$ cat config.mk
export PLATFORM = sky130hd
export DESIGN_NAME = fetch_unit
export DESIGN_NICKNAME = d
export VERILOG_FILES = /design/src/rtl/fetch_pkg.sv /design/src/rtl/fetch_buffer.sv /design/src/rtl/fetch_unit.sv
export SDC_FILE = /design/constraint.sdc
export NUM_CORES = 1
export LEC_CHECK = 0
export CORE_MARGIN = 2
export CORE_UTILIZATION = 40
export DETAILED_ROUTE_END_ITERATION = 12
export HOLD_SLACK_MARGIN = 0.03
export PLACE_DENSITY = 0.69
export SLEW_MARGIN = 20
export SYNTH_ARGS = -nofsm -noshare
export SYNTH_HDL_FRONTEND = slang
export SYNTH_SLANG_ARGS = --single-unit
$ cat constraint.sdc
create_clock -name clk -period 3.7 [get_ports clk]
set_input_delay 0.74 -clock clk [delete_from_list [all_inputs] [get_ports clk]]
set_output_delay 0.74 -clock clk [all_outputs]
set_load 0.005 [all_outputs]
$ cat src/rtl/fetch_pkg.sv
// Shared types and constants for the instruction-fetch stage.
package fetch_pkg;

  typedef enum logic [1:0] {StIdle, StWait, StFault} fetch_state_t;

  localparam logic [1:0] FC_NONE     = 2'b00;
  localparam logic [1:0] FC_MISALIGN = 2'b01;
  localparam logic [1:0] FC_RANGE    = 2'b10;
  localparam logic [1:0] FC_TIMEOUT  = 2'b11;

  localparam logic [31:0] NOP_DEFAULT = 32'h0000_0000;

endpackage

$ cat src/rtl/fetch_buffer.sv
// Tag/data/valid instruction buffer with 1 or 2 entries, hit compare and instr mux.
// A second lookup port checks whether an arbitrary address is already buffered.
module fetch_buffer
  import fetch_pkg::*;
#(
  parameter int unsigned Entries = 1,
  parameter logic [31:0] Nop     = NOP_DEFAULT
) (
  input  logic        clk_i,
  input  logic        rst_ni,
  input  logic [31:0] pc_i,
  input  logic [31:0] la_addr_i,
  input  logic        wr_en_i,
  input  logic        wr_idx_i,
  input  logic [31:0] wr_tag_i,
  input  logic [31:0] wr_data_i,
  output logic        hit_o,
  output logic        hit_idx_o,
  output logic        la_hit_o,
  output logic [31:0] instr_o
);

  logic [31:0]        tag_q  [Entries];
  logic [31:0]        data_q [Entries];
  logic [Entries-1:0] v_q;

  always_ff @(posedge clk_i or negedge rst_ni) begin
    if (!rst_ni) begin
      v_q <= '0;
      for (int i = 0; i < int'(Entries); i++) begin
        tag_q[i]  <= '0;
        data_q[i] <= '0;
      end
    end else if (wr_en_i) begin
      for (int i = 0; i < int'(Entries); i++) begin
        if (int'(wr_idx_i) == i) begin
          tag_q[i]  <= wr_tag_i;
          data_q[i] <= wr_data_i;
          v_q[i]    <= 1'b1;
        end
      end
    end
  end

  always_comb begin
    hit_o     = 1'b0;
    hit_idx_o = 1'b0;
    la_hit_o  = 1'b0;
    instr_o   = Nop;
    for (int i = 0; i < int'(Entries); i++) begin
      if (v_q[i] && tag_q[i] == pc_i && !hit_o) begin
        hit_o     = 1'b1;
        hit_idx_o = 1'(i);
        instr_o   = data_q[i];
      end
      if (v_q[i] && tag_q[i] == la_addr_i) la_hit_o = 1'b1;
    end
  end

endmodule

$ cat src/rtl/fetch_unit.sv
// Instruction-fetch stage: stalls the core until the word at pc is buffered.
// Define FETCH_PREFETCH_EN for a second entry and sequential (pc+4) prefetch.
module fetch_unit
  import fetch_pkg::*;
#(
  parameter int unsigned AW      = 14,
  parameter logic [31:0] BASE    = 32'h0040_0000,
  parameter int unsigned TIMEOUT = 64,
  parameter logic [31:0] NOP     = NOP_DEFAULT
) (
  input  logic          clk,
  input  logic          reset,
  input  logic [31:0]   pc,
  output logic [31:0]   instr,
  output logic          cpu_enable,
  output logic          imem_req,
  output logic [AW-1:0] imem_addr,
  input  logic [31:0]   imem_rdata,
  input  logic          imem_valid,
  output logic          fault,
  output logic [1:0]    fault_code
);

`ifdef FETCH_PREFETCH_EN
  localparam bit PfEn = 1'b1;
`else
  localparam bit PfEn = 1'b0;
`endif
  localparam int unsigned Entries = PfEn ? 2 : 1;
  localparam int unsigned CW      = $clog2(TIMEOUT + 1);

  // Range check runs on the full 32-bit index before truncation to AW bits.
  function automatic logic [1:0] addr_check(input logic [31:0] a);
    logic [31:0] idx;
    idx = (a - BASE) >> 2;
    if (a[1:0] != 2'b00) return FC_MISALIGN;
    if (a < BASE || (idx >> AW) != 32'd0) return FC_RANGE;
    return FC_NONE;
  endfunction

  function automatic logic [AW-1:0] word_idx(input logic [31:0] a);
    logic [31:0] off;
    off = (a - BASE) >> 2;
    return off[AW-1:0];
  endfunction

  fetch_state_t  state_q;
  logic          req_q, fill_idx_q, fault_q;
  logic [AW-1:0] addr_q;
  logic [31:0]   req_pc_q;
  logic [CW-1:0] cnt_q;
  logic [1:0]    code_q;

  logic        hit, hit_idx, la_hit, pf_ok, chain_ok;
  logic        issue, issue_idx, set_fault;
  logic [31:0] issue_pc, la_addr;
  logic [1:0]  set_code, pc_code;

  assign la_addr = (state_q == StWait) ? req_pc_q + 32'd4 : pc + 32'd4;
  assign pc_code = addr_check(pc);
  assign pf_ok   = PfEn && addr_check(pc + 32'd4) == FC_NONE && !la_hit;
  // Chain the next sequential prefetch on a fill only if the core is not waiting elsewhere
  // and the target entry does not hold the word the core is currently using.
  assign chain_ok = PfEn && (pc == req_pc_q || hit) && !(hit && hit_idx == ~fill_idx_q) &&
                    addr_check(req_pc_q + 32'd4) == FC_NONE && !la_hit;

  fetch_buffer #(
    .Entries (Entries),
    .Nop     (NOP)
  ) u_buffer (
    .clk_i     (clk),
    .rst_ni    (reset),
    .pc_i      (pc),
    .la_addr_i (la_addr),
    .wr_en_i   (state_q == StWait && imem_valid),
    .wr_idx_i  (fill_idx_q),
    .wr_tag_i  (req_pc_q),
    .wr_data_i (imem_rdata),
    .hit_o     (hit),
    .hit_idx_o (hit_idx),
    .la_hit_o  (la_hit),
    .instr_o   (instr)
  );

  always_comb begin
    issue     = 1'b0;
    issue_pc  = pc;
    issue_idx = 1'b0;
    set_fault = 1'b0;
    set_code  = FC_NONE;
    unique case (state_q)
      StIdle: begin
        if (!fault_q) begin
          if (!hit) begin
            if (pc_code != FC_NONE) begin
              set_fault = 1'b1;
              set_code  = pc_code;
            end else begin
              issue = 1'b1;
            end
          end else if (pf_ok) begin
            issue     = 1'b1;
            issue_pc  = pc + 32'd4;
            issue_idx = ~hit_idx;
          end
        end
      end
      StWait: begin
        if (imem_valid) begin
          if (chain_ok) begin
            issue     = 1'b1;
            issue_pc  = req_pc_q + 32'd4;
            issue_idx = ~fill_idx_q;
          end
        end else if (cnt_q == CW'(TIMEOUT)) begin
          set_fault = 1'b1;
          set_code  = FC_TIMEOUT;
        end
      end
      default: ;
    endcase
  end

  always_ff @(posedge clk or negedge reset) begin
    if (!reset) begin
      state_q    <= StIdle;
      req_q      <= 1'b0;
      addr_q     <= '0;
      req_pc_q   <= '0;
      cnt_q      <= '0;
      fill_idx_q <= 1'b0;
      fault_q    <= 1'b0;
      code_q     <= FC_NONE;
    end else begin
      req_q <= 1'b0;
      if (set_fault) begin
        fault_q <= 1'b1;
        code_q  <= set_code;
      end
      if (issue) begin
        req_q      <= 1'b1;
        addr_q     <= word_idx(issue_pc);
        req_pc_q   <= issue_pc;
        cnt_q      <= '0;
        fill_idx_q <= issue_idx;
      end
      unique case (state_q)
        StIdle: if (issue) state_q <= StWait;
        StWait: begin
          if (imem_valid)     state_q <= issue ? StWait : StIdle;
          else if (set_fault) state_q <= StFault;
          else                cnt_q   <= cnt_q + 1'b1;
        end
        StFault: ;
        default: state_q <= StIdle;
      endcase
    end
  end

  assign cpu_enable = hit && !fault_q;
  assign imem_req   = req_q;
  assign imem_addr  = addr_q;
  assign fault      = fault_q;
  assign fault_code = code_q;

endmodule

==> impl_metrics.env <==
export IMPL_cp_max_fanout=17
export IMPL_final_fill_count=1058
export IMPL_detailedRoute_firstPassIterationCount=4
export IMPL_antenna_cells_inserted=0
export IMPL_outcome="completed"
export IMPL_sum_of_met2_wire_segment_lengths_after_detailed_routing_um=5430
export IMPL_ir_drop_v=0.000168
export IMPL_highest_signal_layer="met4"
export IMPL_timing_critical_path_slowest_stage_cell="sky130_fd_sc_hd__clkdlybuf4s50_1"
export IMPL_grt_setup_unrepaired="no"
export IMPL_layout_worst_path_cycle_share_pct=96.2
export IMPL_area_sequential_mm2=0.00275
export IMPL_tritoncts_clock_tree="built"
export IMPL_path_class="in2out"
export IMPL_synth_top_flop_cell="sky130_fd_sc_hd__dfrtp_1"
export IMPL_ant_nets=0
export IMPL_synth_nets=443
export IMPL_worst_setup_path_end_kind="primary output"
export IMPL_drc_errors=0
export IMPL_finalHoldViolCount=0
export IMPL_met3RoutedLength_um=408
export IMPL_power_density_cell_area_mw_per_mm2=336
export IMPL_maxSlewViolCount=0
export IMPL_total_of_max_cap_violations=0
export IMPL_synthesis_area_mm2=0.00490
export IMPL_grt_start_max_net_pins=60
export IMPL_worstPathArrival_ns=2.82
export IMPL_drive_gt1_share_pct=24.6
export IMPL_die_w_um=115
export IMPL_die_height_um=115
export IMPL_gr_usage_all_layers_pct=17.0
export IMPL_clockBufferDepth=2
export IMPL_number_of_global_route_vias_before_repair=3386
export IMPL_insertion_delay_ns=0.34
export IMPL_cts_made_buffers=9
export IMPL_setup_violations_final=0
export IMPL_critPathRequiredTime_ns=2.96
export IMPL_htreeDepth=3
export IMPL_drt_wl_total_um=10500
export IMPL_detail_route_vias_per_cell=4.90
export IMPL_postSynthRegisterBits=110
export IMPL_worst_r2r_cell_count=12
export IMPL_finalHoldWorstSlack_ns=0.463
export IMPL_cp_common_cell="sky130_fd_sc_hd__buf_12"
export IMPL_cells_along_the_critical_path="clkdlybuf4s50_1 > xor2_1 > nor4_1 > nand4_1 > nor3_4 > buf_12 > buf_4 > buf_12 > and2_1 > dlygate4sd2_1"
export IMPL_ys_types=34
export IMPL_num_vias=3169
export IMPL_initial_core_util_pct=41.0
export IMPL_transition_time_at_the_pin_with_the_least_slew_margin_ns=0.742
export IMPL_synth_edf_count=0
export IMPL_floorplan_core_area_mm2=0.0120
export IMPL_io_pin_count=118
export IMPL_timing_clock_skew_ns=0.00782
export IMPL_clock_root_buffer_master="sky130_fd_sc_hd__clkbuf_16"
export IMPL_multiInputGateArea_mm2=0.00195
export IMPL_max_freq_ghz=0.281
export IMPL_flow_area_growth_from_synthesis_pct=33.5
export IMPL_globalRouteOverflowTotal=0
export IMPL_worst_hold_path_type="in2async"
export IMPL_wl_per_cell_um=16.3
export IMPL_dr_first_iter_drc_count=109
export IMPL_synth_sequential_area_ratio_pct=56.2
export IMPL_cts_sinks=110
export IMPL_syn_area_per_cell_um2=13.1
export IMPL_cpPeakStageDelay_ns=0.46
export IMPL_dp_final_hpwl_um=7430
export IMPL_die_area_mm2=0.0131
export IMPL_leakagePower_nw=3.49
export IMPL_fp_row_count=40
export IMPL_postCtsHoldBufs=0
export IMPL_cts_clk_slew_worst_paths_ns=0.06
export IMPL_wire_length_on_met1_um=4540
export IMPL_synth_yosys_warnings=0
export IMPL_grt_first_pass_wirelength_um=17200
export IMPL_timing_critical_path_from_type="input pin"
export IMPL_portBuffers=117
export IMPL_synth_async_sr_flop_share_pct=100
export IMPL_syn_instance_count=374
export IMPL_slew_headroom_pct=50.5
export IMPL_initial_antenna_violation_count=0
export IMPL_timing_final_crit_period_ns=3.56
export IMPL_p_total_mw=2.20
export IMPL_gp_routability_congestion=0.751
export IMPL_layout_nets=565
cell families (layout without fill, tap and decap cells):
| group | Yosys count | count (layout) | share of synthesized area (%) |
|---|---|---|---|
| flops | 110 | 110 | 56.2 |
| simple gates | 102 | 102 | 12.3 |
| mux | 80 | 80 | 19.2 |
| buf+inv | 35 | 161 | 4.39 |
| xor+xnor | 34 | 34 | 6.08 |
| compound gates | 11 | 11 | 1.33 |
| fa+ha+maj | 2 | 2 | 0.511 |
cell type report:
| cell class | instances | area share (%) |
|---|---|---|
| Clock buffer | 11 | 3.71 |
| Timing Repair Buffer | 140 | 20.9 |
| Inverter | 6 | 0.344 |
| Clock inverter | 4 | 0.364 |
| Multi-Input combinational cell | 229 | 29.8 |
| Tap cell | 147 | 2.81 |
| Sequential cell | 110 | 42.1 |
cells in the mapped netlist, types with 2 or more instances:
cell | instances | area share, %
sky130_fd_sc_hd__a31oi_1 | 3 | 0.38
sky130_fd_sc_hd__and2_1 | 49 | 6.3
sky130_fd_sc_hd__buf_4 | 14 | 2.1
sky130_fd_sc_hd__buf_6 | 2 | 0.46
sky130_fd_sc_hd__clkbuf_1 | 12 | 0.92
sky130_fd_sc_hd__dfrtp_1 | 110 | 56
sky130_fd_sc_hd__ha_1 | 2 | 0.51
sky130_fd_sc_hd__inv_1 | 5 | 0.38
sky130_fd_sc_hd__mux2_2 | 67 | 15
sky130_fd_sc_hd__mux2_4 | 11 | 3.4
sky130_fd_sc_hd__mux2i_1 | 2 | 0.41
sky130_fd_sc_hd__nand2_1 | 11 | 0.84
sky130_fd_sc_hd__nand2b_1 | 2 | 0.26
sky130_fd_sc_hd__nand3_1 | 7 | 0.72
sky130_fd_sc_hd__nor2_1 | 5 | 0.38
sky130_fd_sc_hd__nor3_1 | 6 | 0.61
sky130_fd_sc_hd__nor4_1 | 11 | 1.4
sky130_fd_sc_hd__o21ai_0 | 4 | 0.41
sky130_fd_sc_hd__o22ai_1 | 3 | 0.38
sky130_fd_sc_hd__or3_1 | 2 | 0.26
sky130_fd_sc_hd__xnor2_1 | 3 | 0.54
sky130_fd_sc_hd__xor2_1 | 31 | 5.5
cells in the final DEF, fill, tap and decap left out, drive strengths merged, types with 2 or more instances in the layout:
master	n
nor3	8
dlygate4sd2	43
o21ai	4
buf	24
xor2	31
dlymetal6s2s	10
nand2	11
clkinv	4
clkdlybuf4s50	63
mux2i	2
nor4	11
mux2	78
and2	49
inv	6
or3	2
xnor2	3
a31oi	3
nand2b	2
nor2	5
dfrtp	110
nand3	7
clkbuf	11
o22ai	3
ha	2
metal layers:
layer | vias to the layer above | global-route usage (%)
met2 | 61 | 29.1
met5 | - | 0
met4 | 0 | 5.04
met1 | 1591 | 21.8
li1 | 1505 | -
met3 | 12 | 3.71
through the flow:
step           std cells  worst slack, ns  util [%]  setup TNS (ns)  instance area [µm²]
2_1_floorplan        374            0.983         -               0                 4900
3_3_place_gp         625           -0.257      51.8           -7.86                 6190
3_5_place_dp         625           -0.242      51.8           -7.36                 6190
4_1_cts              645          -0.0690      54.3         -0.0690                 6490
5_1_grt              647           0.0444      54.7               0                 6540
6_report             647            0.140      54.7               0                 6540
sequential cells by signal (all words and copies together), names as in the netlist:
name / count
u_buffer.tag_q: 32
u_buffer.data_q: 32
cnt_q: 7
state_q: 2
fault_code: 2
fault: 1
imem_addr: 13
u_buffer.v_q: 1
imem_req: 1
req_pc_q: 19
critical path: cells and delay by family:
family	cells	cell delay, ns
buffers and inverters	5	1.07
AND/OR/NAND/NOR	4	0.82
XOR/XNOR	1	0.18
worst paths after layout:
kind	to	slack (ns)	startpoint
max	instr[23]	0.14	pc[6]
min	imem_addr[5]$_DFFE_PN0P_	0.46	reset
max reg2reg	imem_addr[11]$_DFFE_PN0P_	0.85	u_buffer.tag_q[5]$_DFFE_PN0P_
min reg2reg	u_buffer.v_q$_DFFE_PN0P_	0.47	u_buffer.v_q$_DFFE_PN0P_
max in group asynchronous	u_buffer.data_q[6]$_DFFE_PN0P_	2.38	reset
min in group clk	u_buffer.v_q$_DFFE_PN0P_	0.47	u_buffer.v_q$_DFFE_PN0P_
report_power, final:
group	internal, mW	switching (mW)	total, mW
Sequential	1.20	0.00115	1.20
Combinational	0.0702	0.0535	0.124
Clock	0.469	0.402	0.871
timing repair:
action	4_1_cts	5_1_grt
gates cloned	1	0
resized for setup	49	11
pin swaps	1	4
setup endpoints to repair	33	16
setup buffers	5	2
Power figures use the tool's default switching activity.
